**config.mk**
```make
export PLATFORM = sky130hd
export DESIGN_NAME = checkbits_tx
export DESIGN_NICKNAME = d
export VERILOG_FILES = /design/src/rtl/checkbits_tx.sv
export SDC_FILE = /design/constraint.sdc
export NUM_CORES = 1
export LEC_CHECK = 0
export BUFFER_PORTS_ARGS = -buffer_cell sky130_fd_sc_hd__clkbuf_2
export CAP_MARGIN = 20
export CORE_AREA = 4 4 78 116
export DETAILED_ROUTE_END_ITERATION = 12
export DIE_AREA = 0 0 82 120
export SLEW_MARGIN = 15
export SYNTH_ARGS = -nofsm -noshare
export SYNTH_HDL_FRONTEND = slang
export SYNTH_SLANG_ARGS = --single-unit
export TNS_END_PERCENT = 100
```
**constraint.sdc**
```tcl
create_clock -name wb_clk_i -period 8 [get_ports wb_clk_i]
set_input_delay 1.6 -clock wb_clk_i [delete_from_list [all_inputs] [get_ports wb_clk_i]]
set_output_delay 1.6 -clock wb_clk_i [all_outputs]
set_load 0.005 [all_outputs]
```
**src/rtl/checkbits_tx.sv**
```systemverilog
// checkbits_tx: FIFO-fed checkbits status transmitter with hold/gap timing (CHECKBITS_TX_LOCK_EN adds terminal-code lock)
module checkbits_tx #(
  parameter int DEPTH = 8,
  parameter int HOLD_CYCLES = 64,
  parameter int GAP_CYCLES = 16
) (
  input  logic                     wb_clk_i,
  input  logic                     wb_rst_i,
  input  logic                     push_i,
  input  logic [6:0]               code_i,
  output logic                     ready_o,
  output logic [$clog2(DEPTH):0]   level_o,
  output logic                     busy_o,
  output logic                     drop_o,
  output logic [6:0]               io_out,
  output logic [6:0]               io_oeb
);
  localparam int AW = $clog2(DEPTH);
  localparam int LW = AW + 1;
  localparam int CW = $clog2(HOLD_CYCLES > GAP_CYCLES ? HOLD_CYCLES : GAP_CYCLES) + 1;
  typedef enum logic [1:0] {IDLE, HOLD, GAP} state_t;
  state_t state;
  logic [6:0] mem [DEPTH];
  logic [AW-1:0] wr_ptr, rd_ptr;
  logic [CW-1:0] cnt;
  logic avail, accept, pop, store, flush;
  assign ready_o = level_o != LW'(DEPTH);
  assign busy_o = state != IDLE || level_o != '0;
  assign accept = push_i && ready_o;
  assign pop = state == IDLE && avail && level_o != '0;
  assign store = accept && code_i != '0 && !flush;
`ifdef CHECKBITS_TX_LOCK_EN
  logic locked, terminal;
  assign terminal = mem[rd_ptr] == 7'h02 || mem[rd_ptr] == 7'h7f;
  assign flush = locked || (pop && terminal);
  always_ff @(posedge wb_clk_i) begin
    if (wb_rst_i) locked <= 1'b0;
    else if (pop && terminal) locked <= 1'b1;
  end
`else
  assign flush = 1'b0;
`endif
  always_ff @(posedge wb_clk_i) begin
    if (store) mem[wr_ptr] <= code_i;
  end
  always_ff @(posedge wb_clk_i) begin
    if (wb_rst_i) begin
      wr_ptr <= '0;
      rd_ptr <= '0;
      level_o <= '0;
      avail <= 1'b0;
      drop_o <= 1'b0;
      io_oeb <= 7'h7f;
    end else begin
      wr_ptr <= store ? wr_ptr + 1'b1 : wr_ptr;
      rd_ptr <= flush ? wr_ptr : pop ? rd_ptr + 1'b1 : rd_ptr;
      level_o <= flush ? '0 : level_o + LW'(store) - LW'(pop);
      avail <= level_o != '0;
      drop_o <= accept && !store;
      io_oeb <= '0;
    end
  end
  always_ff @(posedge wb_clk_i) begin
    if (wb_rst_i) begin
      state <= IDLE;
      cnt <= '0;
      io_out <= '0;
    end else begin
      case (state)
        IDLE: if (pop) begin
          io_out <= mem[rd_ptr];
          cnt <= CW'(HOLD_CYCLES - 1);
          state <= HOLD;
        end
        HOLD: if (cnt == '0) begin
          io_out <= '0;
          cnt <= CW'(GAP_CYCLES - 1);
          state <= GAP;
        end else cnt <= cnt - 1'b1;
        GAP: if (cnt == '0) state <= IDLE;
          else cnt <= cnt - 1'b1;
        default: state <= IDLE;
      endcase
    end
  end
endmodule

```
Word-level counts from Yosys, hierarchy flattened
Memory sizes are Yosys's and may differ from the RTL's. A register that Yosys moved wholly into a read port is not among the register bits.
Cells that the tools add are included.

storage, ports and cells
  RAM bits = 56
  input port bits = 10
  register bits = 35
  logic and storage cells = 55
  output and inout port bits = 21
  memories = 1

memories
  name  words  bits a word  read ports  clocked after memory_dff  wr ports  RTL line  text
  mem   8      7            1           1                         1         23        logic [6:0] mem [DEPTH];

operators by class
  equality and inequality tests = 7
  $add $sub $neg = 5
  mux-type cells = 16
  reduce and logical (&&, ||, !) cells = 17

operators with widths
  cell                                                  number
  two-way mux 7 bit                                     6
  one-hot mux 7 bit (3 select lines)                    1
  one-hot mux 7 bit (2 select lines)                    1
  AND reduction 3 bit                                   3
  inequality test 2 bit (second input constant)         4
  zero test 7 bit                                       1
  nonzero test 7 bit                                    1
  subtractor 7 x 1 -> 7 bit (second input constant)     1
  adder 3 x 1 -> 3 bit (second input constant)          2
  two-way mux 2 bit                                     3
  two-way mux 3 bit                                     2
  one-hot mux 2 bit (3 select lines)                    1
  logical AND 1 bit                                     5
  adder 4 x 1 -> 4 bit                                  1
  inequality test 4 bit (second input constant)         1
  nonzero test 2 bit                                    2
  nonzero test 4 bit                                    1
  subtractor 4 x 1 -> 4 bit                             1
  nonzero test 3 bit                                    1
  equality test 2 x 1 -> 1 bit (second input constant)  1
  equality test 2 bit (second input constant)           1
  zero test 2 bit                                       1
  two-way mux 1 bit                                     2
  zero test 1 bit                                       1
  logical OR 1 bit                                      1

Longest topological paths before layout
Gate-level depths: netlist of the first run.

  depth after elaboration = 5
  gate-level depth with buffers = 12

Least setup slack after synthesis of the first run
No wires, ideal clock.

  kind = input to register
  start point = input port code_i[2]
  end point = register level_o[2]
  path slack = 4281 ps
  arrival time = 3591 ps
  stages = 9
  buffers on the path = 0
  library setup time = 128 ps
  cells stage by stage = or4_1 > o211ai_2 > ha_1 > inv_1 > ha_1 > inv_1 > fa_1 > xor2_1 > nor2_1

between the ends
  cells in the longest elaborated chain, start to end = 4

ends and longest elaborated chain
  what                       RTL line  text
  from (decl)                10        input logic [6:0] code_i,
  nonzero test 7 bit         31        assign store = accept && code_i != '0 && !flush;
  logical AND 1 bit          31
  adder 4 x 1 -> 4 bit       57        level_o <= flush ? '0 : level_o + LW'(store) - LW'(pop);
  subtractor 4 x 1 -> 4 bit  57
  to (signal assigned)       57
  to (decl)                  12        output logic [$clog2(DEPTH):0] level_o,

No other way between the ends.
A chain may end at the register's enable or synchronous reset.

Final worst setup path of the first run
  start point = input port code_i[5]
  end point = register level_o[2]

Same word-level chain as after synthesis.

==> results of run 1 <==
through the flow:
stage	worst slack, ns	hold slack, ns	instances
2_1_floorplan	4.28	0.479	260
3_3_place_gp	3.97	0.476	386
3_5_place_dp	3.93	0.476	386
4_1_cts	4.29	0.498	402
5_1_grt	4.13	0.500	402
6_report	4.31	0.492	402
report_power, final:
part           internal (mW)  total (mW)  switching (mW)
clock                  0.242       0.413           0.170
combinational          0.237       0.483           0.246
sequential             0.551       0.626          0.0750
total                   1.03        1.52           0.491
layer usage:
| layer | up-vias | GRT usage [%] | share of wire (%) |
|---|---|---|---|
| li1 | 1054 | - | - |
| met1 | 1074 | 20.3 | 41 |
| met2 | 48 | 26.5 | 52 |
| met3 | 10 | 4.80 | 4.8 |
| met4 | 0 | 6.55 | 2.0 |
| met5 | - | 0 | 0 |
cell families after synthesis:
group / share of synthesized area, %
and+or+nand+nor: 10.8
AOI/OAI and AO/OA: 8.77
muxes: 9.13
adders and majority gates: 5.16
buffers and inverters: 3.31
DFF: 61.4
xor gates and xnor gates: 1.39
registers in the layout, indices dropped and copies added (netlist names), named ones only:
register	count
avail	1
cnt	7
drop_o	1
io_oeb	1
io_out	7
level_o	4
mem	56
rd_ptr	3
state	2
wr_ptr	3
area by class of cell:
type	count	area (µm²)	area share (%)
Clock buffer	9	225	5.22
Clock inverter	7	68.8	1.60
Inverter	12	45.0	1.04
Multi-Input combinational cell	146	1330	30.9
Sequential cell	88	2320	53.8
Tap cell	105	131	3.05
Timing Repair Buffer	35	188	4.35
cells in the mapped netlist, drive strengths merged (2+ instances only):
| cell type | count |
|---|---|
| or2 | 2 |
| o32ai | 2 |
| dfxtp | 32 |
| nand2b | 5 |
| nor3b | 4 |
| o31a | 2 |
| o21a | 2 |
| xnor2 | 4 |
| ha | 14 |
| o211ai | 2 |
| xor2 | 2 |
| a21o | 3 |
| nand3b | 3 |
| o2111ai | 2 |
| mux4 | 14 |
| nor3 | 4 |
| nor2 | 18 |
| clkbuf | 6 |
| or3b | 2 |
| buf | 8 |
| nor2b | 11 |
| edfxtp | 56 |
| a211oi | 2 |
| or4 | 2 |
| mux2i | 3 |
| nor4 | 4 |
| o31ai | 2 |
| inv | 12 |
| nand2 | 9 |
| a21oi | 7 |
| a221o | 8 |
| a31oi | 2 |
how the worst min path moves through the flow:
stage / end / slack, ns
detailed placement: io_out[4] / 0.48
CTS: io_out[4] / 0.50
global route: io_out[4] / 0.50
floorplan: io_out[0] / 0.48
finish: io_out[4] / 0.49
global placement: io_out[4] / 0.48
worst max-delay path, cell delays in order:
cell      delay (ns)
clkbuf_2        0.15
or4_1           0.61
o211ai_2        0.39
ha_1            0.30
inv_1           0.05
ha_1            0.16
inv_1           0.06
fa_1            0.37
xor2_1          0.15
nor2_1          0.05
==> flow_summary.toml, run 1 <==
[detailed_routing]
routed_wl_um = 7140
via_per_inst = 5.44
num_vias = 2186
drc = 0
first_pass_iters = 6
drtAntennaViolNets = 0
routedWlPerCell_um = 17.8
first_iter_violations = 115

[critical_path]
critPathKind = "in2reg"
startpoint_type = "primary input"
ff2ff_setup_slack_ns = 5.44
rr_startpoint = "state[1]"
cp-end-kind = "flip-flop"
crit_fanout = 9
cp.required_ns = 8.20
r2r.worst_path.cells = 11
rr_endpoint = "level_o[2]"
cp-endpoint = "level_o[2]"
cp.arrival_ns = 3.89
cp-startpoint = "code_i[5]"

[synthesis]
yosysUniqueCellTypes = 50
synth_flop_cell = "edfxtp_1"
synth.top_cell.area_share_pct = 44.5
postSynthCellCount = 260
synth_seq_area_share_pct = 61.4
avgSynthCellArea_um2 = 14.5
synth-async-reset-ratio_pct = 0
yosysWarnings = 0
synth_edf_count = 56
yosysTopAreaCell = "edfxtp_1"
synth_nets = 285
synth_area_um2 = 3780
synthTopCellsByArea = "edfxtp_1, dfxtp_1, mux4_2"
synth-seq-cells = 88

[clocking]
post_cts_resized = 0
cts.path.max_buffers = 2
post-cts-setup-buffers = 0
cts_sinks = 88
cts_tree = "done"
numCtsBuffers = 9
cts_hold_buf = 0
clk_latency_ns = 0.34
root_buffer = "clkbuf_16"
clk_pin_slew_worst_paths_ns = 0.07
htree_levels = 3

[finish]
nNetsFinal = 317
fillers = 699
final_cell_area_um2 = 4310
final_util_pct = 53.9
final_common_cell = "edfxtp_1"
final_cell_mix = "edfxtp_1, dfxtp_1, clkbuf_2, nor2_1"
synthToLayoutAreaGrowth_pct = 14.1
diodes = 0
drive_above_1_share_pct = 24.6

[pwr]
power.total_mw = 1.52
power.density_nw_per_um2 = 353
ir_drop_v = 0.000197
p_leak_nw = 1.53

[placed_design]
numPortBuffers = 30
placed_cell_area_um2 = 4020
gp_congestion = 0.779
hpwl_um = 4890

[global_routing]
grt-ovfl-total = 0
grt.total_usage_pct = 16.4
first_global_vias = 2151
grt_pass1_wl_um = 11600
grt_max_degree = 31
antenna_found_initial = 0

[status]
status = "finished, final reports clean"

[die]
pin_count = 31
dieHeight_um = 120
dieWidth_um = 82
core-area_um2 = 8010
dieArea_um2 = 9840
start_util_pct = 47.2
rows = 40

[hold_path]
whs_path_depth = 1
hold_class = "reg2reg"
holdCritStartpoint = "io_out[4]"

[timing]
period_share_pct = 46.1
max_freq_mhz = 271
tns_ns = 0
worstMarginPinSlew_ns = 0.957
clock_skew_ns = 0.00770
period_minus_slack_ns = 3.69
max_slew_margin_pct = 36.1
drv_slew = 0
hold_violations = 0
rsz0062_at_grt = "false"
setup_viol = 0

[run]
maxCapViolations = 0
Note: power is estimated with default switching activity, not from simulation.
==> run 2: changes to the inputs <==
--- a/config.mk
+++ b/config.mk
@@ -5,11 +5,12 @@
 export SDC_FILE = /design/constraint.sdc
 export NUM_CORES = 1
 export LEC_CHECK = 0
+export ABC_AREA = 1
 export BUFFER_PORTS_ARGS = -buffer_cell sky130_fd_sc_hd__clkbuf_2
 export CAP_MARGIN = 20
-export CORE_AREA = 4 4 78 116
+export CORE_AREA = 4 4 79 117
 export DETAILED_ROUTE_END_ITERATION = 12
-export DIE_AREA = 0 0 82 120
+export DIE_AREA = 0 0 83 121
 export SLEW_MARGIN = 15
 export SYNTH_ARGS = -nofsm -noshare
 export SYNTH_HDL_FRONTEND = slang
==> constraint.sdc (replaced) <==
create_clock -name wb_clk_i -period 3.5 [get_ports wb_clk_i]
set_input_delay 0.7 -clock wb_clk_i [delete_from_list [all_inputs] [get_ports wb_clk_i]]
set_output_delay 0.7 -clock wb_clk_i [all_outputs]
set_load 0.005 [all_outputs]
==> flow_summary.toml, run 2 <==
[timing]
max_slew_margin_pct = 44.7
drv_slew = 0
fin_ws_ns = 1.06
period_share_pct = 69.7
period_minus_slack_ns = 2.44
hold_violations = 0
worstMarginPinSlew_ns = 0.826
setup_viol = 0
max_freq_mhz = 410
rsz0062_at_grt = "false"
tns_ns = 0
clock_skew_ns = 0.00801

[global_routing]
grt_pass1_wl_um = 12700
grt_max_degree = 30
grt-ovfl-total = 0
first_global_vias = 2504
grt.total_usage_pct = 16.6
antenna_found_initial = 0

[critical_path]
cp-endpoint = "level_o[2]"
rr_endpoint = "level_o[2]"
rr_startpoint = "state[0]"
ff2ff_setup_slack_ns = 1.06
cp_slowest_cell = "dfxtp_1"
cp.required_ns = 3.71
crit_fanout = 7
max_stage_delay_ns = 0.37
cp-startpoint = "state[0]"
critPathKind = "reg2reg"
r2r.worst_path.cells = 13
startpoint_type = "flip-flop"
cp.arrival_ns = 2.65
path_cells = "inv_1 -> ha_1 -> nand2_1 -> clkinv_1 -> nand2_4 -> inv_1 -> ha_1 -> inv_1 -> ha_1 -> inv_1 -> fa_1 -> xor2_1 -> nor2_1"
critPathMostFrequentCell = "inv_1"
cp-end-kind = "flip-flop"

[placed_design]
dpl_worst_slack_ns = 0.794
dp.cells = 516
numPortBuffers = 30
hpwl_um = 5380
gp_congestion = 0.806

[die]
dieWidth_um = 83
dieHeight_um = 121
rows = 41
pin_count = 31
core-area_um2 = 8310
start_util_pct = 46.3
dieArea_um2 = 10000

[pwr]
ir_drop_v = 0.000426
power.total_mw = 3.43
p_leak_nw = 1.73
power.density_nw_per_um2 = 779

[finish]
synthToLayoutAreaGrowth_pct = 14.4
reg.largest.list = "mem: 56 flops, cnt: 7 flops, io_out: 7 flops"
nNetsFinal = 445
finalNonFillerCells = 532
largest_reg_flops = 56
diodes = 0
final_common_cell = "nor2_1"
final_util_pct = 53.0
drive_above_1_share_pct = 14.1
final_cell_mix = "nor2_1, edfxtp_1, nand2_1, o21ai_0, inv_1"
top_register = "mem"

[clocking]
root_buffer = "clkbuf_16"
cts_tree = "done"
htree_levels = 3
numCtsBuffers = 9
clk_pin_slew_worst_paths_ns = 0.06
post-cts-setup-buffers = 0
clk_latency_ns = 0.34
post_cts_resized = 0
cts_hold_buf = 0
cts.path.max_buffers = 2
cts_sinks = 88

[detailed_routing]
first_pass_iters = 4
routed_wl_um = 7810
drtAntennaViolNets = 0
routedWlPerCell_um = 14.7
drc = 0
num_vias = 2642
via_per_inst = 4.97
first_iter_violations = 189

[synthesis]
yosysTopAreaCell = "edfxtp_1"
synth_seq_area_share_pct = 60.4
synthTopCellsByArea = "edfxtp_1, dfxtp_1, nor2_1"
synth_nets = 415
synth_flop_cell = "edfxtp_1"
postSynthCellCount = 390
synth_common_cells = "nor2_1, edfxtp_1, nand2_1"
synth-seq-cells = 88
yosysWarnings = 0
synth_edf_count = 56
synth.top_cell.area_share_pct = 43.7
avgSynthCellArea_um2 = 9.87
synth_most_common_cell = "nor2_1"
yosysUniqueCellTypes = 28
synth-async-reset-ratio_pct = 0
synth_area_um2 = 3850

[hold_path]
hold_class = "reg2reg"

[status]
status = "finished, final reports clean"

[run]
maxCapViolations = 0
## run 2: changes by cell type in the layout (fill, tap and decap cells not counted), moves of 11 or more
cell	change
inv_1	+21
nand2_1	+42
o21ai_0	+34
nand3_1	+22
nor2b_1	-11
nor2_1	+63
a21oi_1	+15
mux4_2	-14
## run 2: per-layer routing
metal	up-vias	global-route usage [%]	share of wire, %
met4	0	6.03	0.76
met5	-	0	0
met3	6	4.14	3.8
met2	52	30.9	56
met1	1225	18.0	39
li1	1359	-	-
## run 2: final cells by class
class | instances | area (µm²)
clock buffer | 13 | 282
clock inverter | 3 | 46.3
fill | 778 | 3910
inverter | 35 | 131
multi-input combinational | 250 | 1290
sequential | 88 | 2320
tap | 107 | 134
timing repair buffer | 36 | 195
## run 2: how the worst min path moves through the flow
stage                endpoint      start  slack, ns  cells past startpoint
floorplan           flip-flop  rd_ptr[2]       0.43                      2
global placement    rd_ptr[2]  rd_ptr[2]       0.45                      2
detailed placement  rd_ptr[2]  rd_ptr[2]       0.45                      2
CTS                 rd_ptr[2]  rd_ptr[2]       0.46                      2
global route        io_out[3]  io_out[3]       0.50                      2
finish              rd_ptr[2]  rd_ptr[2]       0.46                      2
## run 2: critical path, delay by kind of cell (launching register included)
kind	cells	cell delay, ns
simple gates	3	0.25
flops	1	0.37
buf+inv	5	0.42
xor+xnor	1	0.16
fa+ha+maj	4	1.12
## run 2: power breakdown
group	internal (mW)	switching, mW
registers	1.25	0.106
logic	0.385	0.678
clock network	0.636	0.371
## run 2: logic make-up (layout without fill, tap and decap cells)
| kind of cell | count (synthesis) | count (layout) | synth area share (%) |
|---|---|---|---|
| AND/OR/NAND/NOR | 162 | 162 | 17.6 |
| adder cells (fa/ha/maj) | 15 | 15 | 5.07 |
| AO/OA/AOI/OAI | 69 | 69 | 9.95 |
| flip-flops | 88 | 88 | 60.4 |
| buffers and inverters | 52 | 87 | 6.11 |
| XOR/XNOR | 4 | 4 | 0.910 |
## run 2: per-stage QoR
stage                     area [µm²]  hold WS, ns
after floorplan                 3850        0.433
after global placement          4070        0.449
after detailed placement        4070        0.454
after CTS                       4400        0.464
after global routing            4400        0.497
final                           4400        0.461
